`config.mk`:
```
export PLATFORM = sky130hd
export DESIGN_NAME = mac_accum
export DESIGN_NICKNAME = d
export VERILOG_FILES = /design/src/rtl/mac_accum.sv
export SDC_FILE = /design/constraint.sdc
export NUM_CORES = 1
export LEC_CHECK = 0
export CORE_MARGIN = 1
export CORE_UTILIZATION = 39
export CTS_CLUSTER_DIAMETER = 80
export CTS_CLUSTER_SIZE = 24
export DETAILED_ROUTE_END_ITERATION = 10
export DONT_BUFFER_PORTS = 1
export GPL_TIMING_DRIVEN = 0
export SLEW_MARGIN = 20
export SYNTH_ARGS = -nofsm -noshare
export SYNTH_HDL_FRONTEND = slang
export SYNTH_SLANG_ARGS = --single-unit
```
`constraint.sdc`:
```
create_clock -name clk -period 3 [get_ports clk]
set_input_delay 0.6 -clock clk [delete_from_list [all_inputs] [get_ports clk]]
set_output_delay 0.6 -clock clk [all_outputs]
set_load 0.02 [all_outputs]
```
`src/rtl/mac_accum.sv`:
```
// Multiply-accumulate back end: sums KLEN signed products plus a bias, then
// requantizes (round-half-up, arithmetic shift) and saturates to signed 8 bits.
module mac_accum #(
  parameter int KLEN  = 9,
  parameter int ACC_W = 24,
  parameter int SHIFT = 6
) (
  input  logic                clk,
  input  logic                rst_n,
  input  logic                in_valid,
  output logic                in_ready,
  input  logic signed [15:0]  prod,
  input  logic signed [15:0]  bias,
  output logic                out_valid,
  input  logic                out_ready,
  output logic signed [7:0]   data_out,
  output logic                sat
);

  localparam int CNT_W = (KLEN > 1) ? $clog2(KLEN) : 1;
  localparam logic [CNT_W-1:0] CNT_LAST = CNT_W'(KLEN - 1);
  localparam logic signed [ACC_W:0] HALF  = (ACC_W+1)'(1) <<< (SHIFT - 1);
  localparam logic signed [ACC_W:0] MAXV  = (ACC_W+1)'(127);
  localparam logic signed [ACC_W:0] MINV  = (ACC_W+1)'(-128);

  typedef enum logic [1:0] {ACC, ROUND, OUT} state_t;

  state_t                   state_q;
  logic [CNT_W-1:0]         cnt_q;
  logic signed [ACC_W-1:0]  acc_q;
  logic signed [ACC_W-1:0]  acc_d;
  logic signed [ACC_W:0]    rnd_q;
  logic                     rnd_ph_q;
  logic signed [7:0]        data_q;
  logic                     sat_q;
  logic                     vld_q;

  // One guard bit above the accumulator keeps the rounding add from wrapping.
  function automatic logic signed [ACC_W:0] round_shift(input logic signed [ACC_W-1:0] a);
    logic signed [ACC_W:0] t;
    t = (ACC_W+1)'(a) + HALF;
    return t >>> SHIFT;
  endfunction

  // Returns {sat, value} with value clamped to the signed 8-bit range.
  function automatic logic [8:0] sat8(input logic signed [ACC_W:0] r);
    if (r > MAXV)      return {1'b1, 8'h7f};
    else if (r < MINV) return {1'b1, 8'h80};
    else               return {1'b0, r[7:0]};
  endfunction

  always_comb begin
    acc_d = (cnt_q == '0) ? ACC_W'(bias) : acc_q;
    acc_d = acc_d + ACC_W'(prod);
  end

  always_ff @(posedge clk) begin
    if (!rst_n) begin
      state_q  <= ACC;
      cnt_q    <= '0;
      acc_q    <= '0;
      rnd_q    <= '0;
      rnd_ph_q <= 1'b0;
      data_q   <= '0;
      sat_q    <= 1'b0;
      vld_q    <= 1'b0;
    end else begin
      case (state_q)
        ACC: begin
          if (in_valid) begin
            acc_q <= acc_d;
            if (cnt_q == CNT_LAST) begin
              cnt_q    <= '0;
              rnd_ph_q <= 1'b0;
              state_q  <= ROUND;
            end else begin
              cnt_q <= cnt_q + CNT_W'(1);
            end
          end
        end
        // ROUND spans two cycles: first the rounding shift, then the clamp.
        ROUND: begin
          if (!rnd_ph_q) begin
            rnd_q    <= round_shift(acc_q);
            rnd_ph_q <= 1'b1;
          end else begin
            {sat_q, data_q} <= sat8(rnd_q);
            vld_q    <= 1'b1;
            rnd_ph_q <= 1'b0;
            state_q  <= OUT;
          end
        end
        OUT: begin
          if (out_ready) begin
            vld_q   <= 1'b0;
            state_q <= ACC;
          end
        end
        default: state_q <= ACC;
      endcase
    end
  end

  assign in_ready  = (state_q == ACC);
  assign out_valid = vld_q;
  assign data_out  = data_q;
  assign sat       = sat_q;

endmodule

```
==> results.yml, run 1 <==
worst_hold_path:
  hold_path_depth: 3
  hold_path_class: "primary input to flip-flop"
layout:
  utilization: 0.496
  seq_area_um2: 1200
  layout_commonest_cell: "nand2_1"
  nets: 636
  area_growth_pct: 23.9
  drive_gt1_frac: 0.201
  final_cell_mix: "118 x nand2_1, 58 x dfxtp_1, 35 x o21ai_0"
  diodes: 0
  fillers: 992
  multi_input_area_um2: 3050
clocking:
  cts_tree: "yes"
  clk_pin_slew_ns: 0.07
  cts_hold_buf: 0
  root_buffer: "clkbuf_8"
  htreeDepth: 3
  worstSkewPairLatency_ns: 0.35
  clock_sinks: 60
  clk_path_buf_depth: 2
  numCtsBuffers: 9
power_and_ir_drop:
  p_clk_frac: 0.306
  p_int_w: 0.00193
  powerDensity_nw_per_um2: 571
  ir_worst_vdd_mv: 0.222
  switching_share: 0.332
  p_leak_nw: 2.14
  power_switching_w: 0.000959
  power.total_w: 0.00289
  p_seq_frac: 0.321
  power_frac_comb: 0.373
global_route:
  overflow: 0
  grt_max_degree: 11
  grt_pass1_vias: 3773
  grt_pass1_wl_um: 18200
  grt_antenna_before_repair: 0
  grt_usage: 0.208
synthesis:
  synth_top_family_by_area: "simple AND/OR/NAND/NOR gates"
  async_flop_share: 0
  syn_inst: 538
  synth_compound_area_frac: 0.234
  synthFlopType: "dfxtp_1"
  syn_nets: 602
  ys_seq_elements: 60
  syn_avg_cell_area_um2: 7.61
  synthXorXnorAreaFrac: 0.0835
  yosysUniqueCellTypes: 55
  yosysWarningCount: 0
  syn_area_um2: 4090
  yosys.area_share.adder: 0.0874
  synthSimpleGateAreaFrac: 0.249
  synth-edff-count: 0
  yosysSeqAreaShare: 0.293
  synth.area.mux_share: 0.00978
floorplan:
  rows: 37
  start_util: 0.400
  die_h_um: 104
  die_w_um: 104
  ioPinCount: 47
  die_area_um2: 10900
  design.core.area_um2: 10200
route:
  routed_wl_um: 10800
  first_pass_iters: 4
  drt-initial-drc-count: 168
  num_vias: 3769
  drc: 0
  ant_nets: 0
  via_per_inst: 5.29
  post_drt_wl_per_cell_um: 15.2
sta:
  min_period_ns: 2.99
  fin_crit_sh: 0.997
  fmax_ghz: 0.334
  setup_violations: 0
  fin_worst_skew_ns: 0.00611
  maxSlewHeadroom: 0.646
  finalMaxSlewViolations: 0
  worst_slew_pin_slew_ns: 0.530
  tns_ns: 0
  hold_slack_ns: 0.446
  hold_viol: 0
  rsz0062_at_grt: "yes"
setup_path:
  crit_cells: 16
  reg2regPathDepth: 16
  cp_max_fo: 3
  path_class: "flip-flop to flip-flop"
  crit_family: "compound AO/OA/AOI/OAI gates"
  cp.required_ns: 3.22
  crit_buf_inv: 3
  critPathCaptureType: "flip-flop"
  path_cells: "inv_2 -> ha_4 -> nor3b_4 -> clkbuf_8 -> nand2_4 -> nand2_4 -> ha_4 -> inv_2 -> fa_2 -> nor2b_4 -> o21ai_4 -> a311oi_2 -> o21ba_4 -> nand4_1 -> mux2i_1 -> o2bb2ai_1"
  slowest_delay_ns: 0.36
  crit_slowest_cell: "fa_2"
  arrival_ns: 3.21
  start_kind: "flip-flop"
flow_run:
  drv_cap: 0
placed_design:
  gp_congestion: 0.865
  place.port_buffers: 0
  place_hpwl_um: 7930
status:
  status: "finished, final reports clean"
==> power groups by stage <==
| stage | combinational (W) | clock [W] | sequential (W) |
|---|---|---|---|
| final | 0.00108 | 0.000884 | 0.000930 |
| after global routing | 0.00119 | 0.000935 | 0.000940 |
| after CTS | 0.000953 | 0.000898 | 0.000927 |
| after global placement | 0.000791 | 0 | 0.000942 |
| after floorplan | 0.000644 | 0 | 0.000924 |
| after detailed placement | 0.000802 | 0 | 0.000945 |
==> Yosys cell counts (all sizes together) (2+ instances only) <==
cell type | n | area share
a211oi | 3 | 0.0055
a21boi | 13 | 0.024
a21o | 3 | 0.0055
a21oi | 29 | 0.039
a221oi | 2 | 0.0073
a31oi | 3 | 0.0046
a41oi | 2 | 0.0043
and2 | 14 | 0.022
and3 | 7 | 0.011
buf | 9 | 0.015
clkbuf | 16 | 0.015
dfxtp | 60 | 0.29
ha | 27 | 0.083
inv | 15 | 0.014
mux2i | 4 | 0.0098
nand2 | 131 | 0.12
nand2b | 3 | 0.0046
nand3 | 15 | 0.018
nand4 | 8 | 0.012
nor2 | 26 | 0.024
nor2b | 4 | 0.0067
nor3 | 5 | 0.0073
nor3b | 3 | 0.0067
nor4 | 3 | 0.0046
o2111ai | 2 | 0.0043
o211a | 15 | 0.037
o211ai | 3 | 0.0055
o21a | 4 | 0.0073
o21ai | 54 | 0.067
o21bai | 2 | 0.0037
or3b | 2 | 0.0043
xnor2 | 20 | 0.043
xor2 | 19 | 0.041
==> logic make-up (layout without fill, tap and decap cells) <==
group | Yosys count | count (layout)
compound gates | 143 | 143
xor+xnor | 39 | 39
fa+ha+maj | 28 | 28
buf+inv | 40 | 78
flops | 60 | 60
mux | 4 | 4
simple gates | 224 | 224
==> layer usage <==
layer  part of all wire  vias to the layer above  track usage
li1                   -                     1935            -
met1               0.47                     1734        0.269
met2               0.47                       84        0.342
met3              0.037                       16       0.0307
met4              0.018                        0       0.0898
met5                  0                        -            0
==> worst min-delay path, delay by kind of cell <==
family | cells | cell delay (ns)
AND/OR/NAND/NOR | 2 | 0.07
AO/OA/AOI/OAI | 1 | 0.07
==> worst paths after layout <==
check / slack (ns) / endpoint / startpoint
min reg2reg: 0.49 / acc_q[9] / acc_q[9]
max reg2reg: 0.008 / acc_q[20] / cnt_q[1]
min: 0.45 / state_q[1] / out_ready
max: 0.008 / acc_q[20] / cnt_q[1]
==> cell type report <==
class | count | area share
Inverter | 15 | 0.0111
Clock inverter | 5 | 0.0197
Buffer | 23 | 0.0318
Sequential cell | 60 | 0.237
Multi-Input combinational cell | 438 | 0.601
Timing Repair Buffer | 25 | 0.0385
Tap cell | 136 | 0.0336
Clock buffer | 10 | 0.0271
==> flip-flops by register name, summed over array words and instances, names as in the netlist <==
register,flops
rnd_ph_q,1
data_out,8
acc_q,24
cnt_q,4
sat,1
rnd_q,19
out_valid,1
state_q,2
==> repair_timing <==
action / in CTS / in global routing
resized for setup: 39 / 46
pin swaps: 17 / 28
endpoints found under the setup margin: 20 / 13
buffers inserted: 19 / 6
==> stage by stage <==
stage                     std cells  area [um^2]  setup slack (ns)
after global placement          674         4270            -0.723
after detailed placement        674         4270            -0.728
after CTS                       707         4830           -0.0169
final                           712         5070           0.00836
after global routing            712         5070            -0.163
after floorplan                 538         4100            0.0137
Power figures use the tool's default switching activity.
==> run 2: changes to the inputs <==
--- a/config.mk
+++ b/config.mk
@@ -12,6 +12,7 @@
 export DETAILED_ROUTE_END_ITERATION = 10
 export DONT_BUFFER_PORTS = 1
 export GPL_TIMING_DRIVEN = 0
+export HOLD_SLACK_MARGIN = 0.06
 export SLEW_MARGIN = 20
 export SYNTH_ARGS = -nofsm -noshare
 export SYNTH_HDL_FRONTEND = slang
==> constraint.sdc (replaced) <==
create_clock -name clk -period 2.5 [get_ports clk]
set_input_delay 0.5 -clock clk [delete_from_list [all_inputs] [get_ports clk]]
set_output_delay 0.5 -clock clk [all_outputs]
set_load 0.02 [all_outputs]
==> results.yml, run 2 (synthesized netlist as in run 1, its figures left out) <==
sta:
  worst_slack_ns: -0.473
  maxSlewHeadroom: 0.612
  worst_slew_pin_slew_ns: 0.582
  fmax_ghz: 0.336
  min_period_ns: 2.97
  rsz0062_at_grt: "yes"
  finalMaxSlewViolations: 0
  fin_crit_sh: 1.19
  setup_violations: 20
  fin_worst_skew_ns: 0.0118
  hold_viol: 0
  tns_ns: -6.00
global_route:
  grt_pass1_wl_um: 18200
  use_met3: 0.0332
  met2_usage: 0.353
  grt.busiest_layer: "met2"
  grt_usage: 0.209
  grt_max_degree: 12
  grt_antenna_before_repair: 0
  grt_pass1_vias: 3785
  overflow: 0
  use_met1: 0.263
clocking:
  cts_hold_buf: 0
  worstSkewPairLatency_ns: 0.36
  clk_pin_slew_ns: 0.07
  clock_sinks: 60
  numCtsBuffers: 9
  htreeDepth: 3
  cts_tree: "yes"
  root_buffer: "clkbuf_8"
  clk_path_buf_depth: 2
floorplan:
  design.core.area_um2: 10200
  rows: 37
  die_h_um: 104
  die_area_um2: 10900
  die_w_um: 104
  ioPinCount: 47
  start_util: 0.400
status:
  status: "finished, violations left"
  violations: "setup timing"
placed_design:
  place_hpwl_um: 7890
  place.port_buffers: 0
  gp_congestion: 0.890
  post-place-cells: 674
  dp_slack_ns: -0.838
power_and_ir_drop:
  switching_share: 0.371
  ir_worst_vdd_mv: 0.260
  p_leak_nw: 2.18
  p_clk_frac: 0.241
  p_seq_frac: 0.340
  power.total_w: 0.00328
  powerDensity_nw_per_um2: 641
  power_switching_w: 0.00122
  power_frac_comb: 0.419
  p_int_w: 0.00206
setup_path:
  cp.required_ns: 2.72
  arrival_ns: 3.20
  slowest_delay_ns: 0.42
  crit_family: "compound AO/OA/AOI/OAI gates"
  critPathCaptureType: "flip-flop"
  crit_buf_inv: 3
  path_class: "flip-flop to flip-flop"
  crit_path_frequent_cell: "nand2_4"
  start_kind: "flip-flop"
  path_cells: "inv_2 -> ha_4 -> or3b_4 -> clkbuf_16 -> buf_8 -> nand2_4 -> nand2_4 -> ha_1 -> o21ai_0 -> a311oi_2 -> o21ba_4 -> nand4_1 -> mux2i_1 -> o2bb2ai_1"
  cp_max_fo: 7
  crit_slowest_cell: "or3b_4"
layout:
  largest_reg_flops: 24
  max_flop_register: "acc_q"
  final_cell_mix: "121 x nand2_1, 58 x dfxtp_1, 27 x o21ai_0"
  nets: 640
  fillers: 1008
  diodes: 0
  layout_commonest_cell: "nand2_1"
  area_growth_pct: 25.1
  stdcell_count: 717
  drive_gt1_frac: 0.222
  utilization: 0.500
route:
  via_per_inst: 5.33
  ant_nets: 0
  drc: 0
  post_drt_wl_per_cell_um: 15.3
  drt-initial-drc-count: 138
  routed_wl_um: 11000
  first_pass_iters: 4
  num_vias: 3823
flow_run:
  drv_cap: 0
worst_hold_path:
  hold_path_class: "primary input to flip-flop"
-- run 2: cell count changes in the layout (fill, tap and decap cells not counted), sizes merged --
cell      delta
bufinv       -3
buf          +4
clkinvlp     +4
-- run 2: power by group through the flow --
| stage | registers, W | clock network [W] | logic, W |
|---|---|---|---|
| floorplan | 0.00111 | 0 | 0.000822 |
| global placement | 0.00113 | 0 | 0.00101 |
| detailed placement | 0.00114 | 0 | 0.00102 |
| CTS | 0.00111 | 0.000795 | 0.00127 |
| global route | 0.00113 | 0.000845 | 0.00151 |
| finish | 0.00112 | 0.000789 | 0.00138 |
-- run 2: final timing paths --
path,startpoint,to,slack [ns],depth (start not counted)
worst max-delay path,cnt_q[0],acc_q[20],-0.47,14
worst min-delay path,out_ready,state_q[1],0.33,3
worst max register to register,cnt_q[0],acc_q[20],-0.47,14
worst min register to register,acc_q[0],acc_q[0],0.49,2
-- run 2: area by class of cell --
cell class	count	area, um^2	share of cell area
tap	136	170	0.0332
timing repair buffer	28	221	0.0433
multi-input combinational	438	3120	0.610
clock buffer	10	138	0.0269
inverter	15	56.3	0.0110
sequential	60	1210	0.236
buffer	24	166	0.0325
clock inverter	6	40.0	0.00782
-- run 2: per-stage QoR --
step | hold WS (ns) | area [um^2]
5_1_grt | 0.333 | 5120
2_1_floorplan | 0.444 | 4210
6_report | 0.329 | 5120
3_5_place_dp | 0.470 | 4380
4_1_cts | 0.319 | 5010
3_3_place_gp | 0.455 | 4380
-- run 2: metal layers --
layer	vias up	wire [um]
met2	89	5240
li1	1948	-
met4	0	197
met3	13	443
met5	-	0
met1	1773	5080
-- run 2: repair_timing --
action                                  CTS  global route
endpoints found under the setup margin   21            20
pin swaps                                31            28
buffers inserted                         24             4
gates resized for setup                  60            20
-- run 2: worst min-delay path: stages --
cell and delay [ns]:
nor2_1 0.02, nand2_1 0.05, a21boi_0 0.07
==> run 3: changes to the inputs <==
--- a/config.mk
+++ b/config.mk
@@ -5,6 +5,7 @@
 export SDC_FILE = /design/constraint.sdc
 export NUM_CORES = 1
 export LEC_CHECK = 0
+export CAP_MARGIN = 10
 export CORE_MARGIN = 1
 export CORE_UTILIZATION = 39
 export CTS_CLUSTER_DIAMETER = 80
@@ -13,6 +14,7 @@
 export DONT_BUFFER_PORTS = 1
 export GPL_TIMING_DRIVEN = 0
 export HOLD_SLACK_MARGIN = 0.06
+export SKIP_LAST_GASP = 1
 export SLEW_MARGIN = 20
 export SYNTH_ARGS = -nofsm -noshare
 export SYNTH_HDL_FRONTEND = slang
==> results.yml, run 3 (synthesized netlist as in run 1, its figures left out) <==
route:
  ant_nets: 0
  num_vias: 3854
  via_per_inst: 5.36
  drc: 0
  drt-initial-drc-count: 144
  routed_wl_um: 11100
  first_pass_iters: 4
  post_drt_wl_per_cell_um: 15.4
sta:
  finalMaxSlewViolations: 0
  fin_crit_sh: 1.20
  fin_worst_skew_ns: 0.00966
  setup_violations: 19
  maxSlewHeadroom: 0.628
  rsz0062_at_grt: "yes"
  hold_viol: 0
  fmax_ghz: 0.333
  worst_slew_pin_slew_ns: 0.558
  min_period_ns: 3.00
  worst_slack_ns: -0.504
setup_path:
  crit_slowest_cell: "or3b_4"
  crit_buf_inv: 3
  cp_max_fo: 7
  path_class: "flip-flop to flip-flop"
  critPathCaptureType: "flip-flop"
  cp.required_ns: 2.73
  crit_family: "compound AO/OA/AOI/OAI gates"
  arrival_ns: 3.23
  slowest_delay_ns: 0.42
  start_kind: "flip-flop"
  path_cells: "inv_2 -> ha_4 -> or3b_4 -> clkbuf_16 -> nand2_2 -> nand2_1 -> ha_2 -> inv_2 -> fa_2 -> nor2b_4 -> o21ai_4 -> a311oi_2 -> o21ba_4 -> a221oi_2 -> xor2_1 -> o21ai_1"
  crit_path_frequent_cell: "inv_2"
placed_design:
  place_hpwl_um: 7890
  gp_congestion: 0.890
  place.port_buffers: 0
  post-place-cells: 674
global_route:
  grt_pass1_wl_um: 18200
  grt_antenna_before_repair: 0
  grt_pass1_vias: 3775
  grt_max_degree: 12
  grt_usage: 0.209
  overflow: 0
layout:
  drive_gt1_frac: 0.225
  area_growth_pct: 25.5
  layout_commonest_cell: "nand2_1"
  nets: 642
  max_flop_register: "acc_q"
  utilization: 0.502
  final_cell_mix: "122 x nand2_1, 58 x dfxtp_1, 27 x o21ai_0, 27 x buf_4"
  largest_reg_flops: 24
  stdcell_count: 719
  diodes: 0
power_and_ir_drop:
  ir_worst_vdd_mv: 0.259
  powerDensity_nw_per_um2: 641
  p_leak_nw: 2.18
floorplan:
  design.core.area_um2: 10200
  die_w_um: 104
  die_h_um: 104
  start_util: 0.400
  die_area_um2: 10900
  rows: 37
  ioPinCount: 47
clocking:
  root_buffer: "clkbuf_8"
  htreeDepth: 3
  worstSkewPairLatency_ns: 0.35
  clk_pin_slew_ns: 0.07
  numCtsBuffers: 9
  clk_path_buf_depth: 2
  cts_tree: "yes"
  clock_sinks: 60
flow_run:
  drv_cap: 0
worst_hold_path:
  hold_path_class: "primary input to flip-flop"
status:
  status: "finished, violations left"
  violations: "setup timing"
run 3: changes by cell type in the layout (fill, tap and decap cells not counted):
cell and delta:
buf_6 +1, nor3_2 +1, o21ai_2 +1, a31oi_4 +1, nand2_4 -1, nor3_1 -1
a31oi_2 -1, buf_4 +1, nand2_1 +1, o21ai_4 -1
run 3: metrics by stage:
step / cell area [um^2] / hold WS (ns) / TNS, ns / worst slack (ns) / power (W)
final: 5140 / 0.330 / -6.08 / -0.504 / 0.00330
after global routing: 5140 / 0.333 / -8.93 / -0.635 / 0.00349
after CTS: 4980 / 0.319 / -6.54 / -0.547 / 0.00316
after detailed placement: 4380 / 0.470 / -11.04 / -0.838 / 0.00215
after global placement: 4380 / 0.455 / -10.64 / -0.820 / 0.00214
after floorplan: 4210 / 0.444 / -2.30 / -0.324 / 0.00193
run 3: routing by layer:
metal  track usage  up-vias  wire [um]
met4        0.0888        0        212
li1              -     1953          -
met3        0.0332       15        449
met1         0.262     1797       5100
met2         0.353       89       5300
met5             0        -          0
run 3: final cells by class:
class                      count  area [um^2]
tap                          136          170
fill                         996         5090
multi-input combinational    438         3120
timing repair buffer          30          240
sequential                    60         1210
clock inverter                 6         40.0
clock buffer                  10          138
buffer                        24          166
inverter                      15         56.3
run 3: worst paths after layout:
| kind | startpoint | end | slack [ns] | cells after the start |
|---|---|---|---|---|
| max | cnt_q[0] | acc_q[16] | -0.50 | 16 |
| min | out_ready | state_q[1] | 0.33 | 3 |
| max reg2reg | cnt_q[0] | acc_q[16] | -0.50 | 16 |
| min reg2reg | acc_q[18] | acc_q[18] | 0.49 | 2 |
run 3: tightest hold or removal path: cells and delay by family:
kind	cells	cell delay, ns
compound gates	1	0.07
simple gates	2	0.07
run 3: where the power goes:
| part | internal, W | switching [W] | total (W) |
|---|---|---|---|
| sequential | 0.00103 | 0.0000877 | 0.00112 |
| combinational | 0.000662 | 0.000728 | 0.00139 |
| clock | 0.000382 | 0.000409 | 0.000790 |
| total | 0.00207 | 0.00122 | 0.00330 |
run 3: timing repair:
| item | in CTS | in global routing |
|---|---|---|
| hold endpoints to repair | 0 | 0 |
| gates resized for setup | 54 | 26 |
| buffers inserted | 24 | 6 |
| pin swaps | 30 | 26 |
| hold buffers | 0 | 0 |
| setup endpoints to repair | 21 | 20 |
